<file path="src/rtl/fetch_stage_pkg.sv">
// Front-end constants shared by the fetch stage, its PC selector and its bench.
package fetch_stage_pkg;

    localparam logic [31:0] RESET_PC = 32'h1c00_0000;
    localparam int          INST_W   = 32;

    typedef logic [INST_W-1:0] inst_t;

    typedef enum logic [1:0] {
        S_REQ,
        S_WAIT,
        S_DISCARD
    } fetch_state_e;

endpackage

</file>
<file path="src/rtl/fetch_stage_if.sv">
// Icache request/response bus; the fetch stage is the master, the icache the slave.
interface fetch_stage_if #(
    parameter int ADDR_W = fetch_stage_pkg::INST_W
);
    logic              inst_req_o;
    logic [ADDR_W-1:0] inst_addr_o;
    logic              inst_addr_ok_i;
    logic              inst_data_ok_i;
    logic [ADDR_W-1:0] inst_rdata_1_i;
    logic [ADDR_W-1:0] inst_rdata_2_i;

    modport master (
        output inst_req_o, inst_addr_o,
        input  inst_addr_ok_i, inst_data_ok_i, inst_rdata_1_i, inst_rdata_2_i
    );

    modport slave (
        input  inst_req_o, inst_addr_o,
        output inst_addr_ok_i, inst_data_ok_i, inst_rdata_1_i, inst_rdata_2_i
    );

endinterface

</file>
<file path="src/rtl/fetch_stage_next_pc_sel.sv">
// Next fetch PC: flush beats redirect beats sequential; sequential steps to the next 8-byte block.
module next_pc_sel #(
    parameter int ADDR_W = 32
) (
    input  logic [ADDR_W-1:0] fetch_pc_i,
    input  logic              flush_i,
    input  logic [ADDR_W-1:0] flush_pc_i,
    input  logic              redirect_en_i,
    input  logic [ADDR_W-1:0] redirect_pc_i,
    output logic              take_target_o,
    output logic [ADDR_W-1:0] next_pc_o
);

    localparam logic [ADDR_W-1:0] WORD_MASK = ~ADDR_W'(3);

    // NOTE: every output gets a default first so no path leaves it unassigned (no latch).
    always_comb begin
        take_target_o = flush_i | redirect_en_i;
        next_pc_o     = fetch_pc_i + (fetch_pc_i[2] ? ADDR_W'(4) : ADDR_W'(8));
        if (flush_i) begin
            next_pc_o = flush_pc_i & WORD_MASK;
        end else if (redirect_en_i) begin
            next_pc_o = redirect_pc_i & WORD_MASK;
        end
    end

endmodule

</file>
<file path="src/rtl/fetch_stage.sv">
// Fetch stage: one outstanding 8-byte icache request, up to two tagged instructions per response.
module fetch_stage #(
    parameter logic [31:0] RESET_PC = fetch_stage_pkg::RESET_PC,
    parameter int          ADDR_W   = 32
) (
    input  logic               clk,
    input  logic               rst,
    input  logic               flush,
    input  logic [ADDR_W-1:0]  flush_pc,
    input  logic               redirect_en,
    input  logic [ADDR_W-1:0]  redirect_pc,
    input  logic               stall,
    fetch_stage_if.master      ibus,
    output logic [ADDR_W-1:0]  inst_1_o,
    output logic [ADDR_W-1:0]  inst_2_o,
    output logic [ADDR_W-1:0]  pc_1_o,
    output logic [ADDR_W-1:0]  pc_2_o,
    output logic               inst_valid_1_o,
    output logic               inst_valid_2_o
);

    import fetch_stage_pkg::*;

    fetch_state_e      state_q;
    logic [ADDR_W-1:0] fetch_pc_q;
    logic [ADDR_W-1:0] req_pc_q;
    logic              req_en_q;
    logic              valid_1_q, valid_2_q;
    logic [ADDR_W-1:0] inst_1_q, inst_2_q, pc_1_q, pc_2_q;

    logic              take_target;
    logic [ADDR_W-1:0] next_pc;
    logic              accepted;
    logic              odd_slot;

    next_pc_sel #(.ADDR_W(ADDR_W)) u_next_pc_sel (
        .fetch_pc_i    (fetch_pc_q),
        .flush_i       (flush),
        .flush_pc_i    (flush_pc),
        .redirect_en_i (redirect_en),
        .redirect_pc_i (redirect_pc),
        .take_target_o (take_target),
        .next_pc_o     (next_pc)
    );

    // stall withdraws the request combinationally; req_en_q keeps req low until the first edge out of reset.
    assign ibus.inst_req_o  = req_en_q && (state_q == S_REQ) && !stall;
    assign ibus.inst_addr_o = {fetch_pc_q[ADDR_W-1:3], 3'b000};
    assign accepted         = ibus.inst_req_o && ibus.inst_addr_ok_i;
    assign odd_slot         = req_pc_q[2];

    assign inst_1_o       = inst_1_q;
    assign inst_2_o       = inst_2_q;
    assign pc_1_o         = pc_1_q;
    assign pc_2_o         = pc_2_q;
    assign inst_valid_1_o = valid_1_q && !flush;
    assign inst_valid_2_o = valid_2_q && !flush;

    // NOTE: sequential state uses non-blocking assignments so every register samples pre-edge values.
    always_ff @(posedge clk or posedge rst) begin
        if (rst) begin
            state_q    <= S_REQ;
            fetch_pc_q <= ADDR_W'(RESET_PC);
            req_pc_q   <= '0;
            req_en_q   <= 1'b0;
            valid_1_q  <= 1'b0;
            valid_2_q  <= 1'b0;
            inst_1_q   <= '0;
            inst_2_q   <= '0;
            pc_1_q     <= '0;
            pc_2_q     <= '0;
        end else begin
            req_en_q  <= 1'b1;
            valid_1_q <= 1'b0;
            valid_2_q <= 1'b0;

            if (take_target || (state_q == S_REQ && accepted)) begin
                fetch_pc_q <= next_pc;
            end

            case (state_q)
                S_REQ: begin
                    if (accepted) begin
                        req_pc_q <= fetch_pc_q;
                        state_q  <= take_target ? S_DISCARD : S_WAIT;
                    end
                end
                S_WAIT: begin
                    if (take_target) begin
                        state_q <= ibus.inst_data_ok_i ? S_REQ : S_DISCARD;
                    end else if (ibus.inst_data_ok_i) begin
                        valid_1_q <= 1'b1;
                        valid_2_q <= !odd_slot;
                        inst_1_q  <= odd_slot ? ibus.inst_rdata_2_i : ibus.inst_rdata_1_i;
                        pc_1_q    <= req_pc_q;
                        inst_2_q  <= odd_slot ? '0 : ibus.inst_rdata_2_i;
                        pc_2_q    <= odd_slot ? '0 : req_pc_q + ADDR_W'(4);
                        state_q   <= S_REQ;
                    end
                end
                S_DISCARD: begin
                    if (ibus.inst_data_ok_i) begin
                        state_q <= S_REQ;
                    end
                end
                default: state_q <= S_REQ;
            endcase
        end
    end

endmodule

</file>
<file path="src/flat_wrapper.sv">
// flat-port wrapper written by rule: the top's interface ports become plain ports
module fetch_stage_flat import fetch_stage_pkg::*;
#(
    parameter logic [31:0] RESET_PC = fetch_stage_pkg::RESET_PC,
    parameter int          ADDR_W   = 32
)
  (clk, rst, flush, flush_pc, redirect_en, redirect_pc, stall, inst_1_o, inst_2_o, pc_1_o, pc_2_o, inst_valid_1_o, inst_valid_2_o, ibus_inst_req_o, ibus_inst_addr_o, ibus_inst_addr_ok_i, ibus_inst_data_ok_i, ibus_inst_rdata_1_i, ibus_inst_rdata_2_i);
  fetch_stage_if #(.ADDR_W(ADDR_W)) ibus_i ();
  input  logic clk;
  input  logic rst;
  input  logic flush;
  input  logic [ADDR_W-1:0] flush_pc;
  input  logic redirect_en;
  input  logic [ADDR_W-1:0] redirect_pc;
  input  logic stall;
  output logic [ADDR_W-1:0] inst_1_o;
  output logic [ADDR_W-1:0] inst_2_o;
  output logic [ADDR_W-1:0] pc_1_o;
  output logic [ADDR_W-1:0] pc_2_o;
  output logic inst_valid_1_o;
  output logic inst_valid_2_o;
  output wire logic [$bits(ibus_i.inst_req_o)-1:0] ibus_inst_req_o;
  output wire logic [$bits(ibus_i.inst_addr_o)-1:0] ibus_inst_addr_o;
  input wire logic [$bits(ibus_i.inst_addr_ok_i)-1:0] ibus_inst_addr_ok_i;
  input wire logic [$bits(ibus_i.inst_data_ok_i)-1:0] ibus_inst_data_ok_i;
  input wire logic [$bits(ibus_i.inst_rdata_1_i)-1:0] ibus_inst_rdata_1_i;
  input wire logic [$bits(ibus_i.inst_rdata_2_i)-1:0] ibus_inst_rdata_2_i;
  assign ibus_inst_req_o = ibus_i.inst_req_o;
  assign ibus_inst_addr_o = ibus_i.inst_addr_o;
  assign ibus_i.inst_addr_ok_i = ibus_inst_addr_ok_i;
  assign ibus_i.inst_data_ok_i = ibus_inst_data_ok_i;
  assign ibus_i.inst_rdata_1_i = ibus_inst_rdata_1_i;
  assign ibus_i.inst_rdata_2_i = ibus_inst_rdata_2_i;
  fetch_stage #(.RESET_PC(RESET_PC), .ADDR_W(ADDR_W)) u_core (.clk(clk), .rst(rst), .flush(flush), .flush_pc(flush_pc), .redirect_en(redirect_en), .redirect_pc(redirect_pc), .stall(stall), .ibus(ibus_i), .inst_1_o(inst_1_o), .inst_2_o(inst_2_o), .pc_1_o(pc_1_o), .pc_2_o(pc_2_o), .inst_valid_1_o(inst_valid_1_o), .inst_valid_2_o(inst_valid_2_o));
endmodule
</file>
<file path="config.mk">
export PLATFORM = sky130hd
export DESIGN_NAME = fetch_stage_flat
export DESIGN_NICKNAME = d
export VERILOG_FILES = /design/src/rtl/fetch_stage_pkg.sv /design/src/rtl/fetch_stage_if.sv /design/src/rtl/fetch_stage_next_pc_sel.sv /design/src/rtl/fetch_stage.sv /design/src/flat_wrapper.sv
export SDC_FILE = /design/constraint.sdc
export NUM_CORES = 1
export LEC_CHECK = 0
export CAP_MARGIN = 0
export CORE_ASPECT_RATIO = 0.75
export CORE_MARGIN = 8
export CORE_UTILIZATION = 55
export CTS_CLUSTER_SIZE = 28
export DETAILED_ROUTE_END_ITERATION = 10
export DONT_BUFFER_PORTS = 1
export PLACE_DENSITY = 0.7
export SLEW_MARGIN = 20
export SYNTH_ARGS = -nofsm -noshare
export SYNTH_HDL_FRONTEND = slang
export SYNTH_SLANG_ARGS = --single-unit
</file>
<file path="constraint.sdc">
create_clock -name clk -period 7 [get_ports clk]
set_input_delay 1.4 -clock clk [delete_from_list [all_inputs] [get_ports clk]]
set_output_delay 1.4 -clock clk [all_outputs]
set_load 0.05 [all_outputs]
</file>
Word-level counts from Yosys, hierarchy flattened
Cells that the tools add are included.

Register bits after elaboration: 197. Input bits: 135. Output and inout bits: 163. Word-level logic and storage cells: 48.

Add/sub/neg operators: 2. Equal/unequal tests: 3. Multiplexer cells: 18. Bitwise operators: 2. Reduce and logical (&&, ||, !) cells: 13.

Operators with widths (number): 2-to-1 mux 32 bit (5); adder 32 x 3 -> 32 bit (second input constant) (1); adder 32 x 4 -> 32 bit (1); 2-to-1 mux 2 bit (5); logical AND 1 bit (6); 2-to-1 mux 1 bit (6); one-hot mux 2 bit (3 select lines) (1); 2-to-1 mux 4 bit (1); logical NOT 1 bit (3); AND reduction 3 bit (1); == test 2 x 1 -> 1 bit (second input constant) (1); == test 2 bit (second input constant) (1); logical NOT 2 bit (1); inequality test 2 x 1 -> 1 bit (second input constant) (1); AND reduction 2 bit (1); logical OR 1 bit (1); NOT 1 bit (1); OR 1 bit (1).

Depth between registers and ports, before layout
Depth in word-level cells: 6. Mapped depth: 10.

Modules after synthesis
From an unflattened synthesis, not the netlist that was laid out.

Cells, all modules: 843. Area total of the unflattened synthesis: 9355.2 µm².

By module, submodules not included: fetch_stage (times used 1, cells an instance 670, area each 8239.2 µm², sequential area each 4933.5 µm²); next_pc_sel (times used 1, cells an instance 173, area each 1116.1 µm², sequential area each 0.0 µm²).

Worst setup path after synthesis
OpenSTA, ideal clock, no wires.

Path kind: input to output. Start: in flush. End: out inst_valid_1_o. Arrival: 2.656 ns. Path slack: 2.944 ns. Cell stages on the path: 4. Buffers on the path: 3. Cells stage by stage: buf_2 clkbuf_1 clkbuf_1 nor2b_1.

Cells in the longest elaborated chain, start to end: 2.

Ends and longest elaborated chain: start: declaration (RTL line flat_wrapper.sv:11) `input logic flush;`; logical NOT 1 bit (RTL line fetch_stage.sv:56) `assign inst_valid_1_o = valid_1_q && !flush;`; logical AND 1 bit (RTL line fetch_stage.sv:56); end: declaration (RTL line flat_wrapper.sv:20) `output logic inst_valid_1_o;`.

Every way passes these cells.

Final worst setup path
Start: in redirect_en. End: reg u_core.pc_2_q[14] (netlist: u_core.pc_2_o[14]).

Cells in the longest elaborated chain, start to end: 3.

Ends and longest elaborated chain: start: declaration (RTL line flat_wrapper.sv:13) `input logic redirect_en;`; OR 1 bit (RTL line fetch_stage_next_pc_sel.sv:18) `take_target_o = flush_i | redirect_en_i;`; NOT 1 bit (no line); AND reduction 3 bit (no line); end signal: assignment (RTL line fetch_stage.sv:97) `pc_2_q <= odd_slot ? '0 : req_pc_q + ADDR_W'(4);`; end: declaration (RTL line fetch_stage.sv:29) `logic [ADDR_W-1:0] inst_1_q, inst_2_q, pc_1_q, pc_2_q;`.

Every way passes these cells. A chain may end at the register's enable or synchronous reset.

==> results list <==
* Outcome: completed
- Of all nets on the critical path, the largest fanout is 52.
- The share of total power dissipated in combinational logic is just over 9%.
- Shortest period the worst path allows: slightly below 4000 ps
- Sequential element share of the synthesized area: 52.9%
- The worst setup path is captured at a flop.
* Number of synthesized register bits: 190
* Post-Synthesis Cells: roughly 980
- Yosys attributes the largest share of cell area to sky130_fd_sc_hd__dfrtp_1 52%, sky130_fd_sc_hd__nand2_1 14%, sky130_fd_sc_hd__nand3b_1 4.7%.
* Post-route setup TNS: 0 ps
- Total congestion overflow after global routing: 0
- Number of placed instances with taps included: approximately 1,100
- The top cell type by area accounts for roughly 52% of the synthesized area.
- Final setup violation count: 0
- The count of buffers added on input and output ports is 0.
* Switching component of the power: about 960 uW
- After detailed routing, the average wire length per cell comes to 21.7 um.
* Final Max Slew Viols: 0
* Number of flops mapped to enable cells by yosys: 0
- Antenna violations before repair: 0
- Entering global routing, the biggest net connects 125 pins.
- TritonCTS created 17 clock buffers.
* Tcrit/Tclk final: a little under three fifths
- After detailed routing, the total wire length is 24,700 um.
- Once the floorplan was initialized, standard cells occupied 56.2% of the core.
- Per report_power, the clock group accounts for 36.4% of the total.
* Global-route usage over all layers: 23.3%
- The number of setup buffers added after CTS is 0.
- Number of top-level pins: between 200 and 300
* Data arrival at the endpoint of the critical path: ~4200 ps
* Growth of design area from synthesis to finish: 5.09%
- Final Core Density: 59.0%
- CTS built an H-tree with a depth of 4.
- Internal power: roughly 2000 uW
- The post-route netlist has 5.69% of its cells at a drive strength greater than 1.
* Hold Vio Cnt, Final: 0
- Sequential power share: between 50% and 60%
- Worst clock skew: 8.92 ps
* Final instance count without filler cells: 1,142
- Width of the chip: between 150 and 200 um
- The analysis attributes to cell leakage a power of ~0.0046 uW.
* Max-cap violations: 0
- Dpl ws: about 2600 ps
- Top cell type by total area after synthesis: sky130_fd_sc_hd__dfrtp_1
- In this run, post-CTS repair resized a total of 0 instances.
* Cts hold-fix bufs: 0
- Required @ worst endpoint: 7350 ps
- Vias in the first global route: around 6,500
- Of the total power, the share spent switching nets is about a third.
- TritonRoute pass-1 iters: 5
- From bottom edge to top edge, the die measures 127 um.
- Relative slew slack: 31.7%
* CTS tree: done
* Mapped Avg Cell Area: between 9 and 10 um2
- For the worst-skew pair, the clock arrives at the later sink with an insertion delay of between 400 and 500 ps.
- Clock transition time at the flip-flop clock pins of the worst setup and hold paths: 60 ps
- Vias per cell: a little under 6
- Final net count: 1,056
* R2R cell count: 6
- Yosys mapped the design onto approximately 60 distinct sky130hd cell types.
- No sink is reached through more buffers than the 2 on the longest clock path.
* DP Wirelength: ~17,000 um
- Root Buffer: sky130_fd_sc_hd__clkbuf_16
- Routability-driven placement finished with a final weighted congestion of around 0.9.
- Global-route wire length before repair: 38,200 um
- The count of nets left with antenna violations once routing finished came out at 0.
- The first routing iteration left ~710 violations.
- Type of the setup path with the least slack: in2reg
- For the pin with the worst max-slew slack, the measured transition is just over 1000 ps.
- Worst hold path depth: 2
- Mapped cell area: between 8000 and 9000 um2
* Kind of launch point of the worst setup path: primary input
- Maximum ir drop on the vdd rail: around 0.16 mV
- Area of the die: approximately 21,000 um2
- Highest Clock Rate: around 260 MHz
- Most frequently used flop master after synthesis: sky130_fd_sc_hd__dfrtp_1
- Dividing total power by cell area gives a power density of ~300 nW/um2.
- Routed vias: around 6,800
* Hold Path Class: reg2reg
* Total power: 2920 uW
* Yosys warning count: 0
- The number of antenna diodes in the final layout is 0.
* Sinks on Clock Net: 190
- Counting flops with an async set or reset pin after synthesis yields a share of 100%.
- Core outline area: between 15,000 and 20,000 um2
- Row count: 40
- Post-route setup slack: between 3000 and 4000 ps
- RSZ-0062 raised after global routing: false
- DRC violations left: 0
## through the flow
step,hold slack (ps),area (um2)
global route,561,9460
global placement,511,8810
CTS,526,9460
finish,525,9460
detailed placement,509,8810
floorplan,459,9010
## placed cells by master, fill, tap and decap left out, types with 3 or more instances in the layout
master | netlist | final
sky130_fd_sc_hd__a21oi_1 | 29 | 29
sky130_fd_sc_hd__a221oi_1 | 3 | 3
sky130_fd_sc_hd__a22o_1 | 8 | 8
sky130_fd_sc_hd__a22oi_1 | 16 | 16
sky130_fd_sc_hd__a2bb2oi_1 | 8 | 8
sky130_fd_sc_hd__a31oi_1 | 3 | 3
sky130_fd_sc_hd__and2_1 | 4 | 4
sky130_fd_sc_hd__and3_1 | 5 | 5
sky130_fd_sc_hd__and4_1 | 3 | 3
sky130_fd_sc_hd__buf_4 | 39 | 7
sky130_fd_sc_hd__bufinv_16 | 0 | 5
sky130_fd_sc_hd__clkbuf_1 | 29 | 3
sky130_fd_sc_hd__clkbuf_16 | 0 | 17
sky130_fd_sc_hd__conb_1 | 2 | 6
sky130_fd_sc_hd__dfrtp_1 | 187 | 186
sky130_fd_sc_hd__dfstp_2 | 3 | 3
sky130_fd_sc_hd__inv_1 | 8 | 7
sky130_fd_sc_hd__mux2i_1 | 35 | 35
sky130_fd_sc_hd__nand2_1 | 346 | 346
sky130_fd_sc_hd__nand2b_1 | 4 | 4
sky130_fd_sc_hd__nand3_1 | 12 | 12
sky130_fd_sc_hd__nand3b_1 | 56 | 56
sky130_fd_sc_hd__nand4_1 | 12 | 12
sky130_fd_sc_hd__nor2_1 | 20 | 20
sky130_fd_sc_hd__nor2_2 | 3 | 3
sky130_fd_sc_hd__nor2b_1 | 5 | 4
sky130_fd_sc_hd__nor4_1 | 3 | 3
sky130_fd_sc_hd__o211ai_1 | 3 | 3
sky130_fd_sc_hd__o21ai_0 | 55 | 55
sky130_fd_sc_hd__o21ai_1 | 7 | 7
sky130_fd_sc_hd__o22ai_1 | 7 | 7
sky130_fd_sc_hd__o2bb2ai_1 | 3 | 3
sky130_fd_sc_hd__o31a_1 | 3 | 3
sky130_fd_sc_hd__o31ai_1 | 6 | 6
## layer usage
layer	track usage [%]	routed length, um	part of all wire (%)
met4	5.23	279	1.1
met3	9.63	2870	12
met2	36.3	11600	47
met5	0	0	0
met1	30.0	10000	40
## cell usage after synthesis (16+ instances only)
master and instances:
sky130_fd_sc_hd__nor2_1 20, sky130_fd_sc_hd__a22oi_1 16, sky130_fd_sc_hd__buf_2 22, sky130_fd_sc_hd__nand3b_1 56
sky130_fd_sc_hd__clkbuf_1 29, sky130_fd_sc_hd__a21oi_1 29, sky130_fd_sc_hd__nand2_1 346, sky130_fd_sc_hd__o21ai_0 55
sky130_fd_sc_hd__buf_4 39, sky130_fd_sc_hd__dfrtp_1 187, sky130_fd_sc_hd__mux2i_1 35
## worst max-delay path, stage by stage
cell and delay, ps:
sky130_fd_sc_hd__or2_1 480, sky130_fd_sc_hd__nor2_2 260, sky130_fd_sc_hd__nand3_4 470, sky130_fd_sc_hd__inv_2 770
sky130_fd_sc_hd__buf_4 570, sky130_fd_sc_hd__nand3b_1 140, sky130_fd_sc_hd__nand2_1 100
## state kept, by name, summed over array words and instances (netlist names), 2 cells and up
| register | cells |
|---|---|
| u_core.inst_1_o | 32 |
| u_core.inst_2_o | 32 |
| u_core.pc_2_o | 31 |
| u_core.fetch_pc_q | 30 |
| u_core.pc_1_o | 30 |
| u_core.req_pc_q | 30 |
| u_core.state_q | 2 |
## final timing paths
kind	startpoint	to	slack [ps]
max in group asynchronous	rst	u_core.inst_1_o[21]	4570
min in group asynchronous	rst	u_core.inst_2_o[28]	970
worst min register to register	u_core.req_pc_q[20]	u_core.pc_1_o[20]	520
worst min-delay path	u_core.req_pc_q[20]	u_core.pc_1_o[20]	520
worst max register to register	u_core.fetch_pc_q[3]	u_core.fetch_pc_q[20]	4100
worst max-delay path	redirect_en	u_core.pc_2_o[14]	3110
## power groups by stage
stage	clock [uW]	sequential, uW	combinational, uW
floorplan	0	1470	343
global placement	0	1610	263
detailed placement	0	1610	271
CTS	1080	1590	272
global route	1120	1610	306
finish	1060	1590	269
## cell type report
type,count,area (um2)
Clock inverter,12,208
Multi-Input combinational cell,694,3690
Tap cell,210,263
Sequential cell,190,4760
Timing Repair Buffer,7,52.6
Inverter,9,41.3
Fill cell,1439,6560
Clock buffer,20,437
## cells by family (layout without fill, tap and decap cells)
kind of cell	after synthesis	after routing	synth area share, %
xor gates and xnor gates	1	1	0.0974
AOI/OAI and AO/OA	165	165	11.6
DFF	190	190	52.9
muxes	35	35	3.89
adders and majority gates	2	2	0.278
other	2	6	0.0835
and+or+nand+nor	485	485	24.8
buffers and inverters	102	48	6.36
(Power assumes the default switching activity.)
